==> src/rtl/stage4_mem.sv <==
// MEM stage of the RV64 pipeline: EX/MEM register, branch resolution, data-memory req/ack
// handshake with upstream stall, and the MEM/WB register. Optional ack watchdog: MEM_TIMEOUT_EN.
module stage4_mem #(
  parameter int N              = 64,
  parameter int CNT_W          = 32,
  parameter int TIMEOUT_CYCLES = 255
) (
  input  logic             clk,
  input  logic             rst_n,
  input  logic             ex_valid,
  input  logic             ex_flush,
  input  logic [N-1:0]     ex_sum,
  input  logic             ex_zero,
  input  logic [N-1:0]     ex_alu_result,
  input  logic [N-1:0]     ex_read_data2,
  input  logic [4:0]       ex_write_register,
  input  logic             ex_MemToReg,
  input  logic             ex_RegWrite,
  input  logic             ex_MemRead,
  input  logic             ex_MemWrite,
  input  logic             ex_Branch,
  output logic             stall,
  output logic             pc_src,
  output logic [N-1:0]     branch_target,
  output logic             mem_req,
  output logic             mem_we,
  output logic [N-1:0]     mem_addr,
  output logic [N-1:0]     mem_wdata,
  input  logic             mem_ack,
  input  logic [N-1:0]     mem_rdata,
  output logic             wb_valid,
  output logic [N-1:0]     wb_read_data,
  output logic [N-1:0]     wb_alu_result,
  output logic [4:0]       wb_write_register,
  output logic             wb_MemToReg,
  output logic             wb_RegWrite,
  output logic [CNT_W-1:0] stall_cycles,
  output logic             mem_error
);

  typedef enum logic {IDLE = 1'b0, WAIT = 1'b1} state_t;

  state_t state_q;

  logic         exm_valid_q;
  logic [N-1:0] exm_sum_q;
  logic         exm_zero_q;
  logic [N-1:0] exm_alu_result_q;
  logic [N-1:0] exm_read_data2_q;
  logic [4:0]   exm_write_register_q;
  logic         exm_MemToReg_q;
  logic         exm_RegWrite_q;
  logic         exm_MemRead_q;
  logic         exm_MemWrite_q;
  logic         exm_Branch_q;

  logic         wb_valid_q;
  logic [N-1:0] wb_read_data_q;
  logic [N-1:0] wb_alu_result_q;
  logic [4:0]   wb_write_register_q;
  logic         wb_MemToReg_q;
  logic         wb_RegWrite_q;
  logic [CNT_W-1:0] stall_cycles_q;

  logic         timeout;
  logic         is_load;
  logic [N-1:0] wb_read_data_d;

  assign mem_req   = exm_valid_q & (exm_MemRead_q | exm_MemWrite_q);
  assign mem_we    = exm_MemWrite_q;
  assign mem_addr  = exm_alu_result_q;
  assign mem_wdata = exm_read_data2_q;

  // An aborted access behaves like an ack, so it also releases the stall.
  assign stall = mem_req & ~(mem_ack | timeout);

  assign pc_src        = exm_valid_q & exm_Branch_q & exm_zero_q;
  assign branch_target = exm_sum_q;

  // A simultaneous read+write is a store and returns no load data.
  assign is_load        = exm_valid_q & exm_MemRead_q & ~exm_MemWrite_q;
  assign wb_read_data_d = (is_load & ~timeout) ? mem_rdata : '0;

`ifdef MEM_TIMEOUT_EN
  logic [7:0] to_cnt_q;
  logic       mem_error_q;

  assign timeout   = (state_q == WAIT) && (to_cnt_q == 8'(TIMEOUT_CYCLES - 1));
  assign mem_error = mem_error_q;

  always_ff @(posedge clk or negedge rst_n) begin
    if (!rst_n) begin
      to_cnt_q    <= '0;
      mem_error_q <= 1'b0;
    end else begin
      if (state_q == WAIT && !mem_ack && !timeout) to_cnt_q <= to_cnt_q + 8'd1;
      else                                         to_cnt_q <= '0;
      if (timeout) mem_error_q <= 1'b1;
    end
  end
`else
  logic unused_timeout_param;
  assign unused_timeout_param = ^TIMEOUT_CYCLES;
  assign timeout              = 1'b0;
  assign mem_error            = 1'b0;
`endif

  always_ff @(posedge clk or negedge rst_n) begin
    if (!rst_n) begin
      state_q <= IDLE;
    end else begin
      case (state_q)
        IDLE:    if (mem_req && !mem_ack) state_q <= WAIT;
        WAIT:    if (mem_ack || timeout)  state_q <= IDLE;
        default: state_q <= IDLE;
      endcase
    end
  end

  always_ff @(posedge clk or negedge rst_n) begin
    if (!rst_n) begin
      exm_valid_q          <= 1'b0;
      exm_sum_q            <= '0;
      exm_zero_q           <= 1'b0;
      exm_alu_result_q     <= '0;
      exm_read_data2_q     <= '0;
      exm_write_register_q <= '0;
      exm_MemToReg_q       <= 1'b0;
      exm_RegWrite_q       <= 1'b0;
      exm_MemRead_q        <= 1'b0;
      exm_MemWrite_q       <= 1'b0;
      exm_Branch_q         <= 1'b0;
    end else if (!stall) begin
      if (ex_valid && !ex_flush) begin
        exm_valid_q          <= 1'b1;
        exm_sum_q            <= ex_sum;
        exm_zero_q           <= ex_zero;
        exm_alu_result_q     <= ex_alu_result;
        exm_read_data2_q     <= ex_read_data2;
        exm_write_register_q <= ex_write_register;
        exm_MemToReg_q       <= ex_MemToReg;
        exm_RegWrite_q       <= ex_RegWrite;
        exm_MemRead_q        <= ex_MemRead;
        exm_MemWrite_q       <= ex_MemWrite;
        exm_Branch_q         <= ex_Branch;
      end else begin
        exm_valid_q          <= 1'b0;
        exm_sum_q            <= '0;
        exm_zero_q           <= 1'b0;
        exm_alu_result_q     <= '0;
        exm_read_data2_q     <= '0;
        exm_write_register_q <= '0;
        exm_MemToReg_q       <= 1'b0;
        exm_RegWrite_q       <= 1'b0;
        exm_MemRead_q        <= 1'b0;
        exm_MemWrite_q       <= 1'b0;
        exm_Branch_q         <= 1'b0;
      end
    end
  end

  // While stalled only the control bits become a bubble; data fields keep their last value.
  always_ff @(posedge clk or negedge rst_n) begin
    if (!rst_n) begin
      wb_valid_q          <= 1'b0;
      wb_read_data_q      <= '0;
      wb_alu_result_q     <= '0;
      wb_write_register_q <= '0;
      wb_MemToReg_q       <= 1'b0;
      wb_RegWrite_q       <= 1'b0;
    end else if (stall) begin
      wb_valid_q    <= 1'b0;
      wb_MemToReg_q <= 1'b0;
      wb_RegWrite_q <= 1'b0;
    end else begin
      wb_valid_q          <= exm_valid_q;
      wb_read_data_q      <= wb_read_data_d;
      wb_alu_result_q     <= exm_alu_result_q;
      wb_write_register_q <= exm_write_register_q;
      wb_MemToReg_q       <= exm_MemToReg_q;
      wb_RegWrite_q       <= exm_RegWrite_q & exm_valid_q;
    end
  end

  always_ff @(posedge clk or negedge rst_n) begin
    if (!rst_n) stall_cycles_q <= '0;
    else        stall_cycles_q <= stall_cycles_q + {{(CNT_W-1){1'b0}}, stall};
  end

  assign wb_valid          = wb_valid_q;
  assign wb_read_data      = wb_read_data_q;
  assign wb_alu_result     = wb_alu_result_q;
  assign wb_write_register = wb_write_register_q;
  assign wb_MemToReg       = wb_MemToReg_q;
  assign wb_RegWrite       = wb_RegWrite_q;
  assign stall_cycles      = stall_cycles_q;

endmodule
==> config.mk <==
export PLATFORM = sky130hd
export DESIGN_NAME = stage4_mem
export DESIGN_NICKNAME = d
export VERILOG_FILES = /design/src/rtl/stage4_mem.sv
export SDC_FILE = /design/constraint.sdc
export NUM_CORES = 1
export LEC_CHECK = 0
export ABC_AREA = 1
export CAP_MARGIN = 20
export CORE_AREA = 4 4 243 245
export CTS_BUF_LIST = sky130_fd_sc_hd__clkbuf_16
export DETAILED_ROUTE_END_ITERATION = 7
export DIE_AREA = 0 0 247 249
export DONT_BUFFER_PORTS = 1
export SLEW_MARGIN = 20
export SYNTH_ARGS = -nofsm -noshare
export SYNTH_HDL_FRONTEND = slang
export SYNTH_SLANG_ARGS = --single-unit
export TNS_END_PERCENT = 100
==> constraint.sdc <==
create_clock -name clk -period 2.55 [get_ports clk]
set_input_delay 0.1275 -clock clk [delete_from_list [all_inputs] [get_ports clk]]
set_output_delay 0.1275 -clock clk [all_outputs]
set_load 0.005 [all_outputs]
== After elaboration in Yosys (flattened, before gate mapping) ==
Cells that the tools add are included.

* Input port bits: 272
* Register bits after elaboration: 372
* Word-level logic and storage cells: 46

* Bitwise gates (word level): 10
* Reductions and logical operators: 2
* Add/subtract/negate cells: 1
* Multiplexer cells: 15

{| class="wikitable"
|+ Operators with widths
! operator !! count
|-
| 2-to-1 mux 64 bit || 4
|-
| adder 32 x 1 -> 32 bit || 1
|-
| 2-to-1 mux 1 bit || 10
|-
| AND 1 bit || 7
|-
| 2-to-1 mux 5 bit || 1
|-
| inverter 1 bit || 2
|-
| logical AND 1 bit || 1
|-
| logical NOT 1 bit || 1
|-
| OR 1 bit || 1
|}

== Logic depth before layout (Yosys ltp) ==
Gate-level depths: netlist (run 1).

* Word-level depth: 4
* Gate-level depth with buffers: 15
* Gate-level depth less buffers: 13

== Worst setup path before layout (run 1) ==
No wires, ideal clock.

* Kind: register to register
* From: register exm_MemWrite_q, in the netlist mem_we
* To: register stall_cycles_q[30], in the netlist stall_cycles[30]
* Period minus slack after synthesis: 2187 ps
* Data required time: 2433 ps
* Setup slack: 363 ps
* Arrival: 2070 ps
* Cell stages (with the launch flop): 16
* Path buffers: 2
* Cell sequence: dfrtp_1 nand2_1 nand2_2 nand2_4 inv_4 buf_6 buf_2 ha_1 ha_1 nand2_1 nor2_2 nand2_1 nor2_1 nand2_1 nand2_1 nand2_1

* Longest elaborated chain between the ends: 4

{| class="wikitable"
|+ RTL lines
! item !! line !! text
|-
| start: declaration || 54 || <nowiki>logic exm_MemWrite_q;</nowiki>
|-
| start signal: assignment || 144 || <nowiki>exm_MemWrite_q <= ex_MemWrite;</nowiki>
|-
| OR 1 bit || 69 || <nowiki>assign mem_req = exm_valid_q & (exm_MemRead_q | exm_MemWrite_q);</nowiki>
|-
| AND 1 bit || 69 ||
|-
| named net mem_req || 25 || <nowiki>output logic mem_req,</nowiki>
|-
| AND 1 bit || 75 || <nowiki>assign stall = mem_req & ~(mem_ack | timeout);</nowiki>
|-
| named net stall || 22 || <nowiki>output logic stall,</nowiki>
|-
| adder 32 x 1 -> 32 bit || 187 || <nowiki>else stall_cycles_q <= stall_cycles_q + {{(CNT_W-1){1'b0}}, stall};</nowiki>
|-
| end signal: assignment || 187 ||
|-
| end: declaration || 63 || <nowiki>logic [CNT_W-1:0] stall_cycles_q;</nowiki>
|}

The timed path passes the listed nets, and every way through them passes these cells.
A chain may end at the register's enable or synchronous reset.

== Final worst setup path (run 1) ==
* From: register exm_valid_q
* To: register exm_sum_q[56], in the netlist branch_target[56]

* Longest elaborated chain between the ends: 2

{| class="wikitable"
|+ RTL lines
! item !! line !! text
|-
| start: declaration || 45 || <nowiki>logic exm_valid_q;</nowiki>
|-
| start signal: assignment || 122 || <nowiki>exm_valid_q <= 1'b0;</nowiki>
|-
| start signal: assignment || 135 || <nowiki>exm_valid_q <= 1'b1;</nowiki>
|-
| start signal: assignment || 147 || <nowiki>exm_valid_q <= 1'b0;</nowiki>
|-
| AND 1 bit || 69 ||
|-
| named net mem_req || 25 ||
|-
| AND 1 bit || 75 ||
|-
| end signal: assignment || 136 || <nowiki>exm_sum_q <= ex_sum;</nowiki>
|-
| end: declaration || 46 || <nowiki>logic [N-1:0] exm_sum_q;</nowiki>
|}

The timed path passes the listed nets, and every way through them passes these cells.

==> results_dict.tcl, run 1 <==
set metrics [dict create \
    status "finished with violations" \
    violations "hold timing" \
    required_ns 3.05 \
    final_layout_size_suffix_gt1_share_pct 4.175 \
    cts_setup_buffers 0 \
    critPathLaunchType "flip-flop" \
    place_inst 2358 \
    n_fill_cell 5667 \
    drt-total-wl_mm 47.31 \
    crit_family "buffers and inverters" \
    ys_warn_count 0 \
    slowest_stage "dlygate4sd3_1" \
    clk_path_buf_depth 3 \
    yosysTopAreaCell "dfrtp_1" \
    grt_pass1_wl_mm 72.07 \
    final_nets 2182 \
    wl_per_cell_um 17.48 \
    antenna_found_initial 2 \
    utilization_pct 34.27 \
    end_kind "flip-flop" \
    design.core.area_sq_mm 0.05714 \
    avgSynthCellArea_sq_um 8.830 \
    cpPeakStageDelay_ns 0.61 \
    slew_violations 0 \
    tritoncts "done" \
    syn_inst 1686 \
    period_needed_ns 2.355 \
    yosys-top-cells-area "dfrtp_1, nand2_1, nand3_1" \
    cp_data_arrival_time_ns 2.85 \
    ir_drop_mv 0.4514 \
    grt_max_degree 373 \
    portBuffers 0 \
    final.setup_skew_ns 0.02183 \
    viasPerCell 4.627 \
    clk_pin_slew_ns 0.06 \
    hp-class "input pin to async pin" \
    netlist.area_leader.share_pct 62.53 \
    clock.fmax_mhz 424.7 \
    die_y_um 249 \
    synth_area_sq_mm 0.01489 \
    multi_input_area_sq_mm 0.004979 \
    route.antenna.remaining_nets 0 \
    grt_pass1_vias 12460 \
    numCtsBuffers 41 \
    yosysUniqueCellTypes 22 \
    finalCritPeriodShare_pct 92.35 \
    hold_viol 372 \
    power.density_mw_per_mm2 671.9 \
    synth-edff-count 0 \
    reg2reg_depth 7 \
    worstSetupPathType "flip-flop to flip-flop" \
    drv_cap 0 \
    die_w_um 247 \
    gr-total-overflow 0 \
    holdWs_ns -0.7117 \
    cp_max_fo 152 \
    rows 88 \
    finalPower_w 0.01316 \
    dpl.hpwl_mm 31.51 \
    p_leak_nw 10.06 \
    fin_area_sq_mm 0.01958 \
    cts_sinks 372 \
    htreeDepth 2 \
    tightest_slew_ns 1.098 \
    die_area_sq_mm 0.06150 \
    clock-root-buffer "clkbuf_16" \
    grt_usage_pct 14.46 \
    drc_errors 0 \
    synth-seq-cells 372 \
    boundaryPins 637 \
    vias 12520 \
    crit_chain "nand2_1 > nand2_2 > nand2_8 > buf_12 > nand3_1 > dlygate4sd3_1 > nand2_1" \
    setup_viol 0 \
    setup_tns_ns 0 \
    dominantRegCellSynth "dfrtp_1" \
    async_reset_ff_share_pct 100.0 \
    drt-initial-drc-count 898 \
    start_util_pct 26.05 \
    first_pass_iters 5 \
    dpl_cell_area_sq_mm 0.01550 \
    gp_congestion 0.8518 \
    ys_seq_area_share_pct 62.53 \
    seq_area_sq_mm 0.009309 \
    syn_to_final_growth_pct 31.54 \
    holdBufCountCts 272 \
    insertion_delay_ns 0.55 \
    slew-limit-headroom_pct 26.81 \
    cp.depth 7 \
    crit_buf_inv 2 \
    crit_top_cell "nand2_1" \
    cts_resized 0 \
    fin_cells 2706 \
    rsz0062_at_grt "false" \
    syn_nets 1960 \
]
[Yosys cell counts (4+ instances only)]
master    count
inv_1        26
buf_1        16
nand3_1     274
nand2_1     827
xor2_1       11
buf_2        63
buf_4        10
o21ai_0       7
xnor2_1       4
nand3b_1      8
clkbuf_1     11
nor2_1       39
nor2_2        7
dfrtp_1     372
[state kept, by name, summed over array words and instances, names as in the netlist, 5 cells and up]
signal / cells
exm_write_register_q: 5
stall_cycles: 32
mem_wdata: 64
wb_alu_result: 64
mem_addr: 64
branch_target: 64
wb_write_register: 5
wb_read_data: 64
[placed cells by master (no fill, tap or decap), drive strengths merged]
master / instances
o21ai: 7
clkinv: 16
nand2: 829
dfrtp: 372
xor2: 11
nand3: 274
dlygate4sd3: 272
buf: 9
nor3: 2
bufinv: 5
conb: 1
ha: 2
xnor2: 4
diode: 1
clkinvlp: 3
clkbuf: 42
inv: 36
nor2: 47
nand3b: 8
[report_power, final]
group,switching [W],total (W),internal [W]
combinational,0.000362,0.000772,0.000410
sequential,0.000268,0.00641,0.00615
clock,0.00245,0.00597,0.00352
[layout make-up]
class	count	share of cell area, %
clock buffers	42	5.367
repair buffers	281	14.63
clock inverters	33	1.585
well taps	765	4.888
multi-input cells	1185	25.42
flip-flops and latches	372	47.54
diodes	1	0.01278
inverters	27	0.5559
[per-stage QoR]
| stage | setup slack, ns | hold WS [ns] |
|---|---|---|
| final | 0.1952 | -0.7117 |
| after global routing | 0.07265 | -0.7622 |
| after CTS | 0.2110 | -0.7830 |
| after detailed placement | 0.3566 | -0.1577 |
| after global placement | 0.3862 | -0.1600 |
| after floorplan | 0.3629 | -0.1681 |
[cells by family (layout without fill, tap and decap cells)]
kind of cell	count (synthesis)	in the layout	share of synthesized area (%)
AND/OR/NAND/NOR	1160	1160	32.01
buffers and inverters	129	383	4.152
adder cells (fa/ha/maj)	2	2	0.1681
flip-flops	372	372	62.53
other	1	2	0.02519
XOR/XNOR	15	15	0.8825
AO/OA/AOI/OAI	7	7	0.2353
[layer usage]
metal / routed length (um) / global-route usage [%]
met1: 16960 / 16.67
met2: 23710 / 24.79
met3: 4911 / 4.909
met4: 1727 / 5.414
met5: 0 / 0
[final timing paths]
path / startpoint / to / slack (ns)
max: exm_valid_q$_DFFE_PN0N_ / branch_target[56]$_DFFE_PN0N_ / 0.20
min in group clk: ex_valid / mem_addr[60]$_DFFE_PN0N_ / 0.10
min reg2reg: exm_write_register_q[1]$_DFFE_PN0N_ / wb_write_register[1]$_DFFE_PN0N_ / 0.47
min: rst_n / branch_target[55]$_DFFE_PN0N_ / -0.71
max in group asynchronous: rst_n / wb_read_data[12]$_DFFE_PN0N_ / 2.75
max reg2reg: exm_valid_q$_DFFE_PN0N_ / branch_target[56]$_DFFE_PN0N_ / 0.20
Power figures use the tool's default switching activity.
==> run 2, diff against run 1 <==
--- a/config.mk
+++ b/config.mk
@@ -5,12 +5,11 @@
 export SDC_FILE = /design/constraint.sdc
 export NUM_CORES = 1
 export LEC_CHECK = 0
-export ABC_AREA = 1
 export CAP_MARGIN = 20
-export CORE_AREA = 4 4 243 245
+export CORE_AREA = 4 4 246 248
 export CTS_BUF_LIST = sky130_fd_sc_hd__clkbuf_16
 export DETAILED_ROUTE_END_ITERATION = 7
-export DIE_AREA = 0 0 247 249
+export DIE_AREA = 0 0 250 252
 export DONT_BUFFER_PORTS = 1
 export SLEW_MARGIN = 20
 export SYNTH_ARGS = -nofsm -noshare
==> constraint.sdc (replaced) <==
create_clock -name clk -period 2.75 [get_ports clk]
set_input_delay 0.1375 -clock clk [delete_from_list [all_inputs] [get_ports clk]]
set_output_delay 0.1375 -clock clk [all_outputs]
set_load 0.005 [all_outputs]
==> results_dict.tcl, run 2 <==
set metrics [dict create \
    route.antenna.remaining_nets 0 \
    die_w_um 250 \
    sw_frac_of_total_pct 22.26 \
    antenna_found_initial 2 \
    mostFrequentLayoutCells "dfrtp_1, a22o_1, dlygate4sd3_1, nand2_1, clkbuf_16" \
    netlist.area_leader.share_pct 68.84 \
    p_switching_w 0.002646 \
    cts_setup_buffers 0 \
    synth-edff-count 0 \
    clk_pin_slew_ns 0.06 \
    grt_util_met1_pct 15.07 \
    p_clk_share_pct 44.5 \
    clk_path_buf_depth 3 \
    synth_area_sq_mm 0.01352 \
    die_y_um 252 \
    design.core.area_sq_mm 0.05846 \
    clock-root-buffer "clkbuf_16" \
    syn_inst 1023 \
    violations "hold timing" \
    status "finished with violations" \
    slew-limit-headroom_pct 36.36 \
    p_leak_nw 8.720 \
    gp_congestion 0.8077 \
    yosysMostFrequentCell "dfrtp_1" \
    start_util_pct 23.13 \
    busiest_layer "met2" \
    end_kind "flip-flop" \
    dominantRegCellSynth "dfrtp_1" \
    drt-total-wl_mm 43.02 \
    slowest_stage "nor3_4" \
    grt_usage_pct 12.87 \
    cp_max_fo 13 \
    drt-initial-drc-count 716 \
    period_needed_ns 2.220 \
    die_area_sq_mm 0.06300 \
    p_seq_share_pct 50.0 \
    crit_top_cell "ha_1" \
    vias 9644 \
    viasPerCell 4.663 \
    required_ns 3.16 \
    yosysTopAreaCell "dfrtp_1" \
    rows 89 \
    clock.fmax_mhz 450.4 \
    critPathLaunchType "flip-flop" \
    portBuffers 0 \
    p_int_w 0.009242 \
    gr-total-overflow 0 \
    slew_violations 0 \
    wl_per_cell_um 20.80 \
    holdBufCountCts 267 \
    final_common_cell "dfrtp_1" \
    hold_viol 372 \
    final_layout_size_suffix_gt1_share_pct 5.878 \
    final_nets 1540 \
    place_inst 1730 \
    finalCritPeriodShare_pct 80.74 \
    grt_max_degree 373 \
    ys_seq_area_share_pct 68.84 \
    ys_warn_count 0 \
    async_reset_ff_share_pct 100.0 \
    boundaryPins 637 \
    htreeDepth 2 \
    n_fill_cell 5725 \
    hp-class "input pin to async pin" \
    ir_drop_mv 0.4310 \
    cp_data_arrival_time_ns 2.63 \
    grt_use_met3_pct 4.804 \
    use_met2_pct 21.68 \
    avgSynthCellArea_sq_um 13.22 \
    cpPeakStageDelay_ns 0.36 \
    crit_chain "and2b_1 > o21ai_4 > inv_8 > ha_1 > ha_1 > nand2_1 > nor3_4 > nand3_1 > xnor2_1" \
    power.density_mw_per_mm2 651.9 \
    tightest_slew_ns 0.9546 \
    grt_pass1_wl_mm 64.39 \
    drv_cap 0 \
    insertion_delay_ns 0.53 \
    yosysUniqueCellTypes 35 \
    grt_pass1_vias 10050 \
    comb_power_share_pct 5.5 \
    drc_errors 0 \
    tritoncts "done" \
    cts_resized 0 \
    synth-seq-cells 372 \
    yosys-top-cells-area "dfrtp_1, a22o_1, nand2_1" \
    syn_nets 1297 \
    dpl.hpwl_mm 27.62 \
    setup_tns_ns 0 \
    final.setup_skew_ns 0.009929 \
    setup_viol 0 \
    fin_cells 2068 \
    worstSetupPathType "flip-flop to flip-flop" \
    syn_to_final_growth_pct 34.86 \
    holdWs_ns -0.6990 \
    rsz0062_at_grt "false" \
    synth_common_cells "dfrtp_1, a22o_1, nand2_1" \
    cts_sinks 372 \
    numCtsBuffers 40 \
    first_pass_iters 5 \
]
==> run 2: changes by cell type in the layout (fill, tap and decap cells not counted), sizes merged, moves of 18 or more <==
cell	before	now
a22o	0	267
inv	36	6
nand2	829	217
nand3	274	14
nor2	47	7
xnor2	4	22
==> run 2: per-stage QoR <==
step	power, W	area (sq um)	utilization [%]	hold WS (ns)	worst slack (ns)
final	0.01189	18240	31.19	-0.6990	0.5298
after global routing	0.01234	18230	31.18	-0.7419	0.3457
after CTS	0.01205	18230	31.18	-0.7399	0.4951
after detailed placement	0.006358	14270	24.41	-0.1496	0.5298
after global placement	0.006341	14270	24.41	-0.1480	0.6304
after floorplan	0.006189	13520	-	-0.1581	0.4392
==> run 2: final timing paths <==
path                                            start  cells past startpoint  slack [ns]                             to
max                           exm_valid_q$_DFFE_PN0N_                      9        0.53     stall_cycles[30]$_DFF_PN0_
min                                             rst_n                      0       -0.70      mem_wdata[14]$_DFFE_PN0N_
max reg2reg                   exm_valid_q$_DFFE_PN0N_                      9        0.53     stall_cycles[30]$_DFF_PN0_
min reg2reg                exm_MemToReg_q$_DFFE_PN0N_                      1        0.49          wb_MemToReg$_DFF_PN0_
max in group asynchronous                       rst_n                      0        2.98  branch_target[51]$_DFFE_PN0N_
min in group clk                              mem_ack                      3        0.06        exm_valid_q$_DFFE_PN0N_
==> run 2: kinds of logic (layout without fill, tap and decap cells) <==
logic type	Yosys count	in the layout	synth area share (%)
flops	372	372	68.84
simple gates	270	270	8.837
compound gates	269	269	17.41
buf+inv	79	349	2.748
xor+xnor	30	30	1.943
fa+ha+maj	2	2	0.1850
other cells	1	3	0.02773
==> run 2: area by class of cell <==
type,instances,area [sq um],share of cell area (%)
diodes,2,5.005,0.02745
clock buffers,41,1026,5.626
clock inverters,28,260.3,1.427
inverters,4,22.52,0.1235
multi-input cells,572,3855,21.14
flip-flops and latches,372,9309,51.05
well taps,773,967.2,5.304
repair buffers,276,2790,15.30
==> run 2: power by group through the flow <==
stage | combinational, W | sequential, W | clock, W
floorplan | 0.000260 | 0.00593 | 0
global placement | 0.000306 | 0.00603 | 0
detailed placement | 0.000324 | 0.00603 | 0
CTS | 0.000650 | 0.00594 | 0.00546
global route | 0.000713 | 0.00596 | 0.00567
finish | 0.000658 | 0.00594 | 0.00529
==> run 2: critical path, delay by kind of cell, from the launching register on <==
kind / cells / cell delay, ns
AND/OR/NAND/NOR: 4 / 0.87
buffers and inverters: 1 / 0.15
adder cells (fa/ha/maj): 2 / 0.44
AO/OA/AOI/OAI: 1 / 0.12
flip-flops: 1 / 0.34
XOR/XNOR: 1 / 0.17
==> run 2: routing by layer <==
layer / share of wire [%] / routed length, um
met1: 37 / 15940
met2: 50 / 21370
met3: 9.9 / 4266
met4: 3.3 / 1431
met5: 0.030 / 13
